**config.mk**
```make
export PLATFORM = sky130hd
export DESIGN_NAME = regfile_wb_arbiter
export DESIGN_NICKNAME = d
export VERILOG_FILES = /design/src/rtl/rf_pkg.sv /design/src/rtl/rr_arbiter.sv /design/src/rtl/regfile_wb_arbiter.sv
export SDC_FILE = /design/constraint.sdc
export NUM_CORES = 1
export LEC_CHECK = 0
export ABC_AREA = 1
export BUFFER_PORTS_ARGS = -buffer_cell sky130_fd_sc_hd__buf_2
export CORE_MARGIN = 1.5
export CORE_UTILIZATION = 40
export DETAILED_ROUTE_END_ITERATION = 12
export MAX_ROUTING_LAYER = met4
export PLACE_DENSITY = 0.89
export SLEW_MARGIN = 10
export SYNTH_ARGS = -nofsm -noshare
export SYNTH_HDL_FRONTEND = slang
export SYNTH_SLANG_ARGS = --single-unit
```
**constraint.sdc**
```tcl
create_clock -name clk -period 2.3 [get_ports clk]
set_clock_uncertainty 0.05 [all_clocks]
set_input_delay 0.115 -clock clk [delete_from_list [all_inputs] [get_ports clk]]
set_output_delay 0.115 -clock clk [all_outputs]
set_load 0.03 [all_outputs]
```
**src/rtl/rf_pkg.sv**
```systemverilog
// Shared register-file constants and types for the writeback path.
package rf_pkg;

    localparam int unsigned RF_AW    = 5;
    localparam int unsigned RF_DW    = 32;
    localparam int unsigned RF_DEPTH = 32;

    localparam logic [RF_AW-1:0] RF_ZERO_ADDR = 5'd0;

    typedef logic [RF_AW-1:0] rf_addr_t;
    typedef logic [RF_DW-1:0] rf_data_t;

endpackage

```
**src/rtl/rr_arbiter.sv**
```systemverilog
// Round-robin grant over NREQ requesters; the priority pointer moves past the
// most recent winner whenever a grant is taken.
module rr_arbiter #(
    parameter int unsigned NREQ = 3
) (
    input  logic            clk,
    input  logic            rst_n,
    input  logic [NREQ-1:0] req,
    input  logic            en,
    input  logic            advance,
    output logic [NREQ-1:0] grant
);

    localparam int unsigned PW = (NREQ > 1) ? $clog2(NREQ) : 1;

    logic [PW-1:0] r_ptr;
    logic [PW-1:0] w_gnt_idx;
    logic          w_found;

    // Scan from r_ptr upward with wrap; first asserted request wins.
    always_comb begin
        grant     = '0;
        w_gnt_idx = '0;
        w_found   = 1'b0;
        if (en) begin
            for (int k = 0; k < int'(NREQ); k++) begin
                for (int i = 0; i < int'(NREQ); i++) begin
                    if (!w_found && req[i] &&
                        ((int'(r_ptr) + k) % int'(NREQ) == i)) begin
                        grant[i]  = 1'b1;
                        w_gnt_idx = PW'(i);
                        w_found   = 1'b1;
                    end
                end
            end
        end
    end

    always_ff @(posedge clk) begin
        if (!rst_n) begin
            r_ptr <= '0;
        end else if (advance) begin
            r_ptr <= (w_gnt_idx == PW'(NREQ - 1)) ? '0 : w_gnt_idx + PW'(1);
        end
    end

endmodule

```
**src/rtl/regfile_wb_arbiter.sv**
```systemverilog
// Arbitrates NREQ writeback sources onto the single register-file write port,
// with a registered output stage and x0 write suppression.
// Optional conflict counter enabled by defining RF_WB_PERF_EN.
module regfile_wb_arbiter
    import rf_pkg::*;
#(
    parameter int unsigned NREQ = 3,
    parameter int unsigned AW   = RF_AW,
    parameter int unsigned DW   = RF_DW
) (
    input  logic               clk,
    input  logic               rst_n,
    input  logic               hold,
    input  logic [NREQ-1:0]    req_valid,
    output logic [NREQ-1:0]    req_ready,
    input  logic [NREQ*AW-1:0] req_addr,
    input  logic [NREQ*DW-1:0] req_data,
    output logic               rf_en,
    output logic [AW-1:0]      rf_wa,
    output logic [DW-1:0]      rf_wd,
    output logic               wb_busy
`ifdef RF_WB_PERF_EN
    ,
    output logic [15:0]        conflict_cnt
`endif
);

    logic [NREQ-1:0] w_grant;
    logic            w_arb_en;
    logic            w_xfer;
    logic [AW-1:0]   w_sel_addr;
    logic [DW-1:0]   w_sel_data;

    logic            r_rf_en;
    logic [AW-1:0]   r_rf_wa;
    logic [DW-1:0]   r_rf_wd;

    // Grants are suppressed both while stalled and throughout the reset cycle.
    assign w_arb_en = rst_n & ~hold;
    assign w_xfer   = |w_grant;

    rr_arbiter #(
        .NREQ (NREQ)
    ) u_arb (
        .clk     (clk),
        .rst_n   (rst_n),
        .req     (req_valid),
        .en      (w_arb_en),
        .advance (w_xfer),
        .grant   (w_grant)
    );

    assign req_ready = w_grant;

    always_comb begin
        w_sel_addr = '0;
        w_sel_data = '0;
        for (int i = 0; i < int'(NREQ); i++) begin
            if (w_grant[i]) begin
                w_sel_addr = req_addr[i*AW +: AW];
                w_sel_data = req_data[i*DW +: DW];
            end
        end
    end

    // A write to x0 still handshakes but never raises the register-file enable.
    always_ff @(posedge clk) begin
        if (!rst_n) begin
            r_rf_en <= 1'b0;
            r_rf_wa <= '0;
            r_rf_wd <= '0;
        end else if (w_xfer) begin
            r_rf_en <= (w_sel_addr != AW'(RF_ZERO_ADDR));
            r_rf_wa <= w_sel_addr;
            r_rf_wd <= w_sel_data;
        end else begin
            r_rf_en <= 1'b0;
        end
    end

    assign rf_en   = r_rf_en;
    assign rf_wa   = r_rf_wa;
    assign rf_wd   = r_rf_wd;
    assign wb_busy = (|req_valid) | r_rf_en;

`ifdef RF_WB_PERF_EN
    localparam int unsigned CNT_W = 16;

    logic [CNT_W-1:0] r_conflict_cnt;
    logic             w_conflict;

    assign w_conflict = ~hold && ($countones(req_valid) >= 2);

    // Saturating count of cycles with more than one contender.
    always_ff @(posedge clk) begin
        if (!rst_n) begin
            r_conflict_cnt <= '0;
        end else if (w_conflict && (r_conflict_cnt != '1)) begin
            r_conflict_cnt <= r_conflict_cnt + CNT_W'(1);
        end
    end

    assign conflict_cnt = r_conflict_cnt;
`endif

endmodule
```
==> reports/qor.yml, run 1 <==
floorplanning:
  placementRows: 26
  die_h_um: 76.59
  pin_count: 159
  coreArea_mm2: 0.005172
  dieArea_mm2: 0.005865
  die_x_um: 76.59
  initial_core_util_pct: 41.87
worst_setup_path:
  crit_path_max_incr_delay_ns: 0.35
  reg2reg_slack_ns: 0.06
  rr_worst_depth: 16
  regToRegStartpoint: "u_arb.r_ptr[0]"
  reg2reg_to: "rf_wd[28]"
  cp_common_cell: "nand2_1"
  cp_max_fo: 7
  cp-start-kind: "register"
  startpoint: "u_arb.r_ptr[0]"
  critPathKind: "reg -> reg"
  cp_slowest_cell: "dfxtp_2"
  cp_data_required_time_ns: 2.44
  crit_path_end: "rf_wd[28]"
  endpoint_kind: "register"
  path_cells: "inv_1, ha_4, nand2_4, nand3_1, nor2_2, nor2_2, nand4_1, nand2_2, nand2_4, inv_6, buf_12, buf_4, nand2_1, nand2_1, a21oi_2, nand2_1"
  worstPathArrival_ns: 2.38
routing:
  drt_first_pass_iters: 5
  avgViaCountPerCell: 5.008
  num_vias: 3085
  dr.first_iter.drc_count: 166
  wire_per_inst_um: 14.25
  drc: 0
  finalWirelength_mm: 8.777
  ant_nets: 0
logic_synthesis:
  yosys.area_share.adder_pct: 1.155
  yosys.area_share.simple_pct: 46.56
  synth-seq-area-share_pct: 36.97
  synth_top_family_by_area: "simple AND/OR/NAND/NOR gates"
  synthMuxAreaShare_pct: 0
  synth-compound-area-share_pct: 6.759
  synth.area.top_cells: "dfxtp_1 (37%), nand2_1 (32%), a21oi_1 (5.8%)"
  synth_xor_area_share_pct: 0
  ys_types: 24
  synth_top_area_share_pct: 36.97
  avgSynthCellArea_um2: 6.278
  synth_cells: 345
  synth_area_mm2: 0.002166
  yosys.area.top_type: "dfxtp_1"
  synth_nets: 464
  ys_ff_latch: 40
  yosys_warnings: 0
place:
  placed_area_mm2: 0.002992
  hpwl_mm: 5.266
  port_buffers: 158
  dp_slack_ns: -0.08683
  gp_congestion: 0.9383
clock_tree:
  cts-buffers-inserted: 5
  insertion_delay_ns: 0.30
  cts-root-buf: "clkbuf_8"
  cts.sinks: 40
  cts_tree: "built"
  htree_levels: 2
  max-clock-path-buffers: 2
  clk_pin_slew_ns: 0.08
global_route:
  grt_use_total_pct: 29.65
  gr-total-overflow: 0
  grt_max_degree: 20
  grt_pass1_wl_mm: 13.32
  grt_antenna_before_repair: 0
  grt_pass1_vias: 3002
cells_and_area:
  drive_gt1_share_pct: 40.11
  area_growth_pct: 67.82
  nets: 664
  design_area_mm2: 0.003635
  n_antenna_cell: 0
timing:
  final.setup.tns_ns: 0
  tightest_slew_ns: 0.4362
  fin_crit_sh_pct: 97.36
  finalHoldViolations: 0
  rsz0062_at_grt: "yes"
  fin_ws_ns: 0.06077
  maxSlewViolCount: 0
  setup_violations: 0
  min_period_ns: 2.239
  fmax_ghz: 0.4466
  slew_headroom_pct: 70.81
run_status:
  outcome: "complete, no violations"
power:
  p_leak_nw: 2.085
  power_density_mw_per_mm2: 674.0
  vdd_drop_max_mv: 0.3555
run:
  cap_violations: 0
hold_path:
  hold_path.class: "in -> reg"
synthesized netlist by cell type, drive strengths merged:
cell type	instances
a21oi	25
a31oi	1
and3	7
buf	12
clkbuf	1
dfxtp	40
ha	2
inv	22
nand2	187
nand3	22
nand3b	1
nand4	2
nor2	19
o21ai	3
or4	1
cell usage in the layout, fill, tap and decap left out, drive strengths merged, types with 3 or more instances in the layout:
| cell | n |
|---|---|
| a21oi | 25 |
| and3 | 7 |
| buf | 177 |
| clkbuf | 7 |
| dfxtp | 40 |
| dlygate4sd3 | 25 |
| inv | 23 |
| nand2 | 187 |
| nand3 | 22 |
| nor2 | 20 |
| o21ai | 3 |
timing repair:
action,CTS,global route
resized for setup,12,16
pin swaps,3,6
hold endpoints to repair,23,0
hold buffers,25,0
setup endpoints to repair,43,43
cloned,4,0
setup buffers,8,8
area by class of cell:
cell class	instances	area [µm²]
Clock buffer	7	86.33
Clock inverter	1	7.507
Fill cell	405	1538
Inverter	22	95.09
Multi-Input combinational cell	271	1244
Sequential cell	40	805.8
Tap cell	70	87.58
Timing Repair Buffer	204	1303
Timing Repair inverter	1	6.256
cells by family after synthesis:
group                    Yosys count
AND/OR/NAND/NOR                  239
flip-flops                        40
buffers and inverters             35
AO/OA/AOI/OAI                     29
adder cells (fa/ha/maj)            2
state kept, by name (all words and copies together), names as in the netlist:
name and count:
rf_en 1, rf_wa 5, rf_wd 32, u_arb.r_ptr 2
worst max-delay path: cells and delay by family (launching register included):
family | cells | cell delay (ns)
AOI/OAI and AO/OA | 1 | 0.12
buffers and inverters | 4 | 0.42
and+or+nand+nor | 10 | 0.94
DFF | 1 | 0.35
adders and majority gates | 1 | 0.24
metal layers:
metal  global-route usage [%]  up-vias  part of all wire [%]  routed length, µm
met2                    54.64      219                    51               4435
li1                         -     1468                     -                  -
met4                    14.63        0                   5.0                436
met5                        -        -                     0                  0
met1                    29.05     1353                    36               3176
met3                    6.826       45                   8.3                728
how the worst min path moves through the flow:
stage / from / end / slack (ns) / cells past startpoint
floorplan: req_data[64] / rf_wd[0] / 0.17 / 2
finish: rst_n / rf_wd[16] / 0.03 / 3
detailed placement: req_data[66] / rf_wd[2] / 0.26 / 3
global route: req_data[33] / rf_wd[1] / 0.05 / 5
global placement: req_data[94] / rf_wd[30] / 0.26 / 3
CTS: rst_n / rf_wd[16] / 0.02 / 3
where the power goes:
part	switching, mW	leakage (nW)	internal [mW]
clock network	0.256	0.0445	0.244
registers	0.0737	0.331	0.828
logic	0.657	1.71	0.391
total	0.987	2.08	1.46
per-stage QoR:
step	util, %	std cells	hold WS, ns	power [mW]
floorplan	-	345	0.1723	1.484
global placement	57.84	563	0.2570	1.756
detailed placement	57.84	563	0.2642	1.783
CTS	68.02	608	0.02240	2.387
global route	70.27	616	0.04821	2.567
finish	70.27	616	0.02673	2.450
Power figures use the tool's default switching activity.
==> inputs of run 2 (changes only) <==
==> constraint.sdc (replaced) <==
create_clock -name clk -period 2.3 [get_ports clk]
set_clock_uncertainty 0.05 [all_clocks]
set_input_delay 0.115 -clock clk [delete_from_list [all_inputs] [get_ports clk]]
set_output_delay 0.115 -clock clk [all_outputs]
set_load 0.1 [all_outputs]
==> reports/qor.yml, run 2 (same netlist as run 1, synthesis figures left out) <==
power:
  vdd_drop_max_mv: 0.5889  # +66%
  power_density_mw_per_mm2: 892.0  # +32%
  p_leak_nw: 2.111  # +1.2%
routing:
  wl_met3_um: 519  # -29%
  drt_first_pass_iters: 4  # -1
  ant_nets: 0  # unchanged
  num_vias: 3017  # -2.2%
  wl_met1_mm: 3.210  # +1.1%
  dr.first_iter.drc_count: 129  # -22%
  routed.top_layer: "met4"
  finalWirelength_mm: 8.618  # -1.8%
  wire_per_inst_um: 14.04  # -1.5%
  wl_met2_mm: 4.542  # +2.4%
  drc: 0  # unchanged
  avgViaCountPerCell: 4.914  # -1.9%
global_route:
  grt_antenna_before_repair: 0  # unchanged
  grt_max_degree: 20  # unchanged
  grt_use_total_pct: 29.35  # -0.30 points
  grt_pass1_wl_mm: 13.17  # -1.1%
  gr-total-overflow: 0  # unchanged
  grt_pass1_vias: 2944  # -1.9%
clock_tree:
  clk_pin_slew_ns: 0.07  # about the same
  htree_levels: 2  # unchanged
  insertion_delay_ns: 0.29  # about the same
  cts-root-buf: "clkbuf_8"
  cts_tree: "built"
  cts.sinks: 40  # unchanged
  max-clock-path-buffers: 2  # unchanged
  cts-buffers-inserted: 5  # unchanged
cells_and_area:
  final_common_cell: "nand2_1"
  n_antenna_cell: 0  # unchanged
  final_cell_mix: "nand2_1 (179), buf_2 (155), dfxtp_1 (38)"
  area_growth_pct: 69.44
  drive_gt1_share_pct: 39.52  # -0.59 points
  largest_reg_flops: 32  # unchanged
  final_cells: 614  # -0.32%
  fillers: 405  # unchanged
  design_area_mm2: 0.003670  # +0.96%
  nets: 662  # -0.30%
worst_setup_path:
  reg2reg_slack_ns: 0.13  # +0.07 ns
  cp-start-kind: "register"
  endpoint_kind: "primary output"
  worstPathArrival_ns: 2.03  # -0.35 ns
  cp_data_required_time_ns: 2.13  # -0.31 ns
  critPathKind: "reg -> out"
  cp_max_fo: 4  # -3
hold_path:
  hold_path.class: "in -> reg"
run:
  cap_violations: 0  # unchanged
timing:
  final.setup.tns_ns: 0  # unchanged
  min_period_ns: 2.199  # -0.04030 ns
  fmax_ghz: 0.4548  # +1.8%
  fin_crit_sh_pct: 95.61  # -1.8 points
  fin_ws_ns: 0.1011  # +0.04030 ns
  slew_headroom_pct: 60.96  # -9.9 points
  setup_violations: 0  # unchanged
  maxSlewViolCount: 0  # unchanged
  whs_ns: 0.03213  # +0.005402 ns
  finalHoldViolations: 0  # unchanged
  tightest_slew_ns: 0.5835  # +0.1473 ns
place:
  dp_slack_ns: -0.05853  # +0.02830 ns
  hpwl_mm: 4.994  # -5.2%
  placed_area_mm2: 0.003044  # +1.8%
  post-place-cells: 564  # +0.18%
  port_buffers: 158  # unchanged
  gp_congestion: 0.9697  # +3.3%
floorplanning:
  dieArea_mm2: 0.005865  # unchanged
  placementRows: 26  # unchanged
  initial_core_util_pct: 41.87  # unchanged
  die_x_um: 76.59  # unchanged
  coreArea_mm2: 0.005172  # unchanged
  die_h_um: 76.59  # unchanged
  pin_count: 159  # unchanged
run_status:
  outcome: "complete, no violations"
==> run 2: cell count changes in the layout (fill, tap and decap cells not counted), sizes merged <==
| cell | previous run | this run |
|---|---|---|
| bufbuf | 2 | 1 |
| bufinv | 0 | 1 |
| clkinvlp | 1 | 0 |
| nor2 | 20 | 21 |
| buf | 177 | 175 |
==> run 2: cell type report <==
class / instances / area, µm² / share of cell area [%]
Clock buffer: 7 / 96.34 / 2.625
Clock inverter: 1 / 30.03 / 0.8183
Inverter: 22 / 92.59 / 2.523
Multi-Input combinational cell: 272 / 1255 / 34.20
Sequential cell: 40 / 803.3 / 21.89
Tap cell: 70 / 87.58 / 2.387
Timing Repair Buffer: 201 / 1299 / 35.39
Timing Repair inverter: 1 / 6.256 / 0.1705
==> run 2: critical path: stages (launching register included) <==
cell     delay (ns)
dfxtp_2        0.36
inv_2          0.05
ha_4           0.26
nand2_4        0.07
nand2_2        0.06
inv_2          0.06
o21ai_2        0.06
nor2_2         0.13
nand4_1        0.13
nand2_2        0.12
nand2_4        0.08
inv_4          0.09
buf_12         0.11
buf_16         0.16
==> run 2: timing repair <==
action | 4_1_cts | 5_1_grt
endpoints found under the setup margin | 43 | 43
resized for setup | 8 | 15
buffers inserted | 12 | 1
hold buffers | 24 | 1
endpoints found under the hold margin | 22 | 1
gates cloned | 3 | 1
pin swaps | 3 | 5
==> run 2: final timing paths <==
check | startpoint | to | cells past startpoint
worst max-delay path | u_arb.r_ptr[0] | req_ready[1] | 13
worst min-delay path | rst_n | rf_wd[16] | 3
worst max register to register | u_arb.r_ptr[0] | rf_wd[20] | 16
worst min register to register | rf_wa[4] | rf_wa[4] | 2
==> run 2: per-layer routing <==
layer  vias to the layer above  track usage, %
li1                       1475               -
met1                      1349           30.10
met2                       154           52.95
met3                        39           5.749
met4                         0           15.00
met5                         -               -
==> run 2: power by group <==
part	internal (mW)	switching [mW]	leakage [nW]
sequential	0.828	0.0719	0.331
combinational	0.391	1.35	1.72
clock	0.383	0.245	0.0645
==> run 2: through the flow <==
stage	total power [mW]	utilization (%)
after floorplan	2.176	-
after global placement	2.469	58.85
after detailed placement	2.488	58.85
after CTS	3.217	69.52
after global routing	3.393	70.95
final	3.273	70.95
==> inputs of run 3 (changes only) <==
--- a/config.mk
+++ b/config.mk
@@ -7,7 +7,6 @@
 export LEC_CHECK = 0
 export ABC_AREA = 1
 export BUFFER_PORTS_ARGS = -buffer_cell sky130_fd_sc_hd__buf_2
-export CORE_MARGIN = 1.5
 export CORE_UTILIZATION = 40
 export DETAILED_ROUTE_END_ITERATION = 12
 export MAX_ROUTING_LAYER = met4
==> constraint.sdc (replaced) <==
create_clock -name clk -period 2.3 [get_ports clk]
set_clock_uncertainty 0.05 [all_clocks]
set_input_delay 0.115 -clock clk [delete_from_list [all_inputs] [get_ports clk]]
set_output_delay 0.115 -clock clk [all_outputs]
set_load 0.05 [all_outputs]
==> reports/qor.yml, run 3 (same netlist as run 1, synthesis figures left out) <==
run_status:
  outcome: "complete, no violations"
power:
  power_density_mw_per_mm2: 770.3  # -14%
  total_power_mw: 2.742  # -16%
  vdd_drop_max_mv: 0.5122  # -13%
  p_leak_nw: 2.052  # -2.8%
cells_and_area:
  fillers: 418  # +3.2%
  n_antenna_cell: 0  # unchanged
  final_cell_mix: "nand2_1 (179), buf_2 (155), dfxtp_1 (38)"
  final_common_cell: "nand2_1"
  drive_gt1_share_pct: 38.78  # -0.75 points
  multi_input_area_mm2: 0.001240  # -1.2%
  register_area_um2: 805.8  # +0.31%
  nets: 657  # -0.76%
  largest_reg_flops: 32  # unchanged
  area_growth_pct: 64.36
global_route:
  grt_antenna_before_repair: 0  # unchanged
  grt_use_total_pct: 27.84  # -1.5 points
  grt_max_degree: 20  # unchanged
  grt_pass1_vias: 2729  # -7.3%
  gr-total-overflow: 0  # unchanged
  grt_pass1_wl_mm: 11.54  # -12%
worst_setup_path:
  worstPathArrival_ns: 2.01  # -0.02 ns
  cp_data_required_time_ns: 2.13  # about the same
  path_cells: "inv_1, ha_4, nand2_4, nand2_2, a21oi_1, a31oi_1, nand2_2, nand2_2, inv_2, buf_12, buf_12"
  endpoint_kind: "primary output"
  cp-start-kind: "register"
  cp_common_cell: "nand2_2"
  crit_path_max_incr_delay_ns: 0.34  # -0.02 ns
  critPathKind: "reg -> out"
  cp_slowest_cell: "dfxtp_2"
  cp_max_fo: 4  # unchanged
routing:
  drc: 0  # unchanged
  num_vias: 3050  # +1.1%
  ant_nets: 0  # unchanged
  dr.first_iter.drc_count: 141  # +9.3%
  avgViaCountPerCell: 5.008  # +1.9%
  finalWirelength_mm: 8.286  # -3.9%
  wire_per_inst_um: 13.61  # -3.1%
  drt_first_pass_iters: 4  # unchanged
timing:
  fin_crit_sh_pct: 94.71  # -0.90 points
  whs_ns: 0.009659  # -0.02247 ns
  maxSlewViolCount: 0  # unchanged
  final.setup.tns_ns: 0  # unchanged
  min_period_ns: 2.178  # -0.02068 ns
  finalHoldViolations: 0  # unchanged
  rsz0062_at_grt: "no"
  fmax_ghz: 0.4591  # +0.95%
  tightest_slew_ns: 0.9831  # +0.3996 ns
  slew_headroom_pct: 34.22  # -27 points
  setup_violations: 0  # unchanged
clock_tree:
  insertion_delay_ns: 0.28  # about the same
  max-clock-path-buffers: 2  # unchanged
  htree_levels: 2  # unchanged
  clk_pin_slew_ns: 0.07  # about the same
  cts.sinks: 40  # unchanged
  cts-buffers-inserted: 5  # unchanged
  cts_tree: "built"
  cts-root-buf: "clkbuf_8"
place:
  gp_congestion: 0.9202  # -5.1%
  hpwl_mm: 5.115  # +2.4%
  port_buffers: 158  # unchanged
floorplanning:
  initial_core_util_pct: 41.87  # unchanged
  coreArea_mm2: 0.005172  # unchanged
  die_x_um: 75.59  # -1.3%
  die_h_um: 75.59  # -1.3%
  dieArea_mm2: 0.005713  # -2.6%
  pin_count: 159  # unchanged
  placementRows: 26  # unchanged
run:
  cap_violations: 0  # unchanged
hold_path:
  hold_path.class: "in -> reg"
## run 3: timing repair
action                                  CTS  global route
pin swaps                                 3             5
gates cloned                              2             1
setup buffers                             9             3
hold endpoints to repair                 22             0
hold buffers                             22             0
gates resized for setup                  14            15
endpoints found under the setup margin   43            43
## run 3: worst paths after layout
check / startpoint / slack (ns) / endpoint / depth (start not counted)
worst max-delay path: u_arb.r_ptr[0] / 0.12 / req_ready[2] / 11
worst min-delay path: req_data[13] / 0.01 / rf_wd[13] / 3
worst max register to register: u_arb.r_ptr[0] / 0.14 / rf_wd[10] / 14
worst min register to register: rf_wa[4] / 0.40 / rf_wa[4] / 2
## run 3: layer usage
metal  GRT usage (%)  part of all wire (%)
met1           30.01                    38
met2           50.10                    52
met3           5.291                   6.2
met4           11.32                   3.3
met5               -                     0
## run 3: final cells by class
type                            instances  share of cell area, %
Clock buffer                            7                  2.707
Clock inverter                          1                 0.8436
Inverter                               22                  2.671
Multi-Input combinational cell        272                  34.83
Sequential cell                        40                  22.64
Tap cell                               70                  2.460
Timing Repair Buffer                  196                  33.67
Timing Repair inverter                  1                 0.1757
## run 3: where the power goes
part / switching [mW] / internal [mW]
registers: 0.0672 / 0.828
logic: 0.853 / 0.374
clock network: 0.238 / 0.383
## run 3: critical path: cells and delay by family, from the launching register on
family	cells	cell delay (ns)
flip-flops	1	0.34
AO/OA/AOI/OAI	2	0.34
AND/OR/NAND/NOR	4	0.33
adder cells (fa/ha/maj)	1	0.26
buffers and inverters	4	0.45
## run 3: through the flow
stage	area (µm²)	util [%]	setup WS [ns]	instances
4_1_cts	3483	67.34	0.01188	605
3_3_place_gp	2999	57.98	0.01288	564
2_1_floorplan	2166	-	0.2001	345
3_5_place_dp	2999	57.98	-0.08667	564
6_report	3560	68.82	0.1217	609
5_1_grt	3560	68.82	0.004221	609
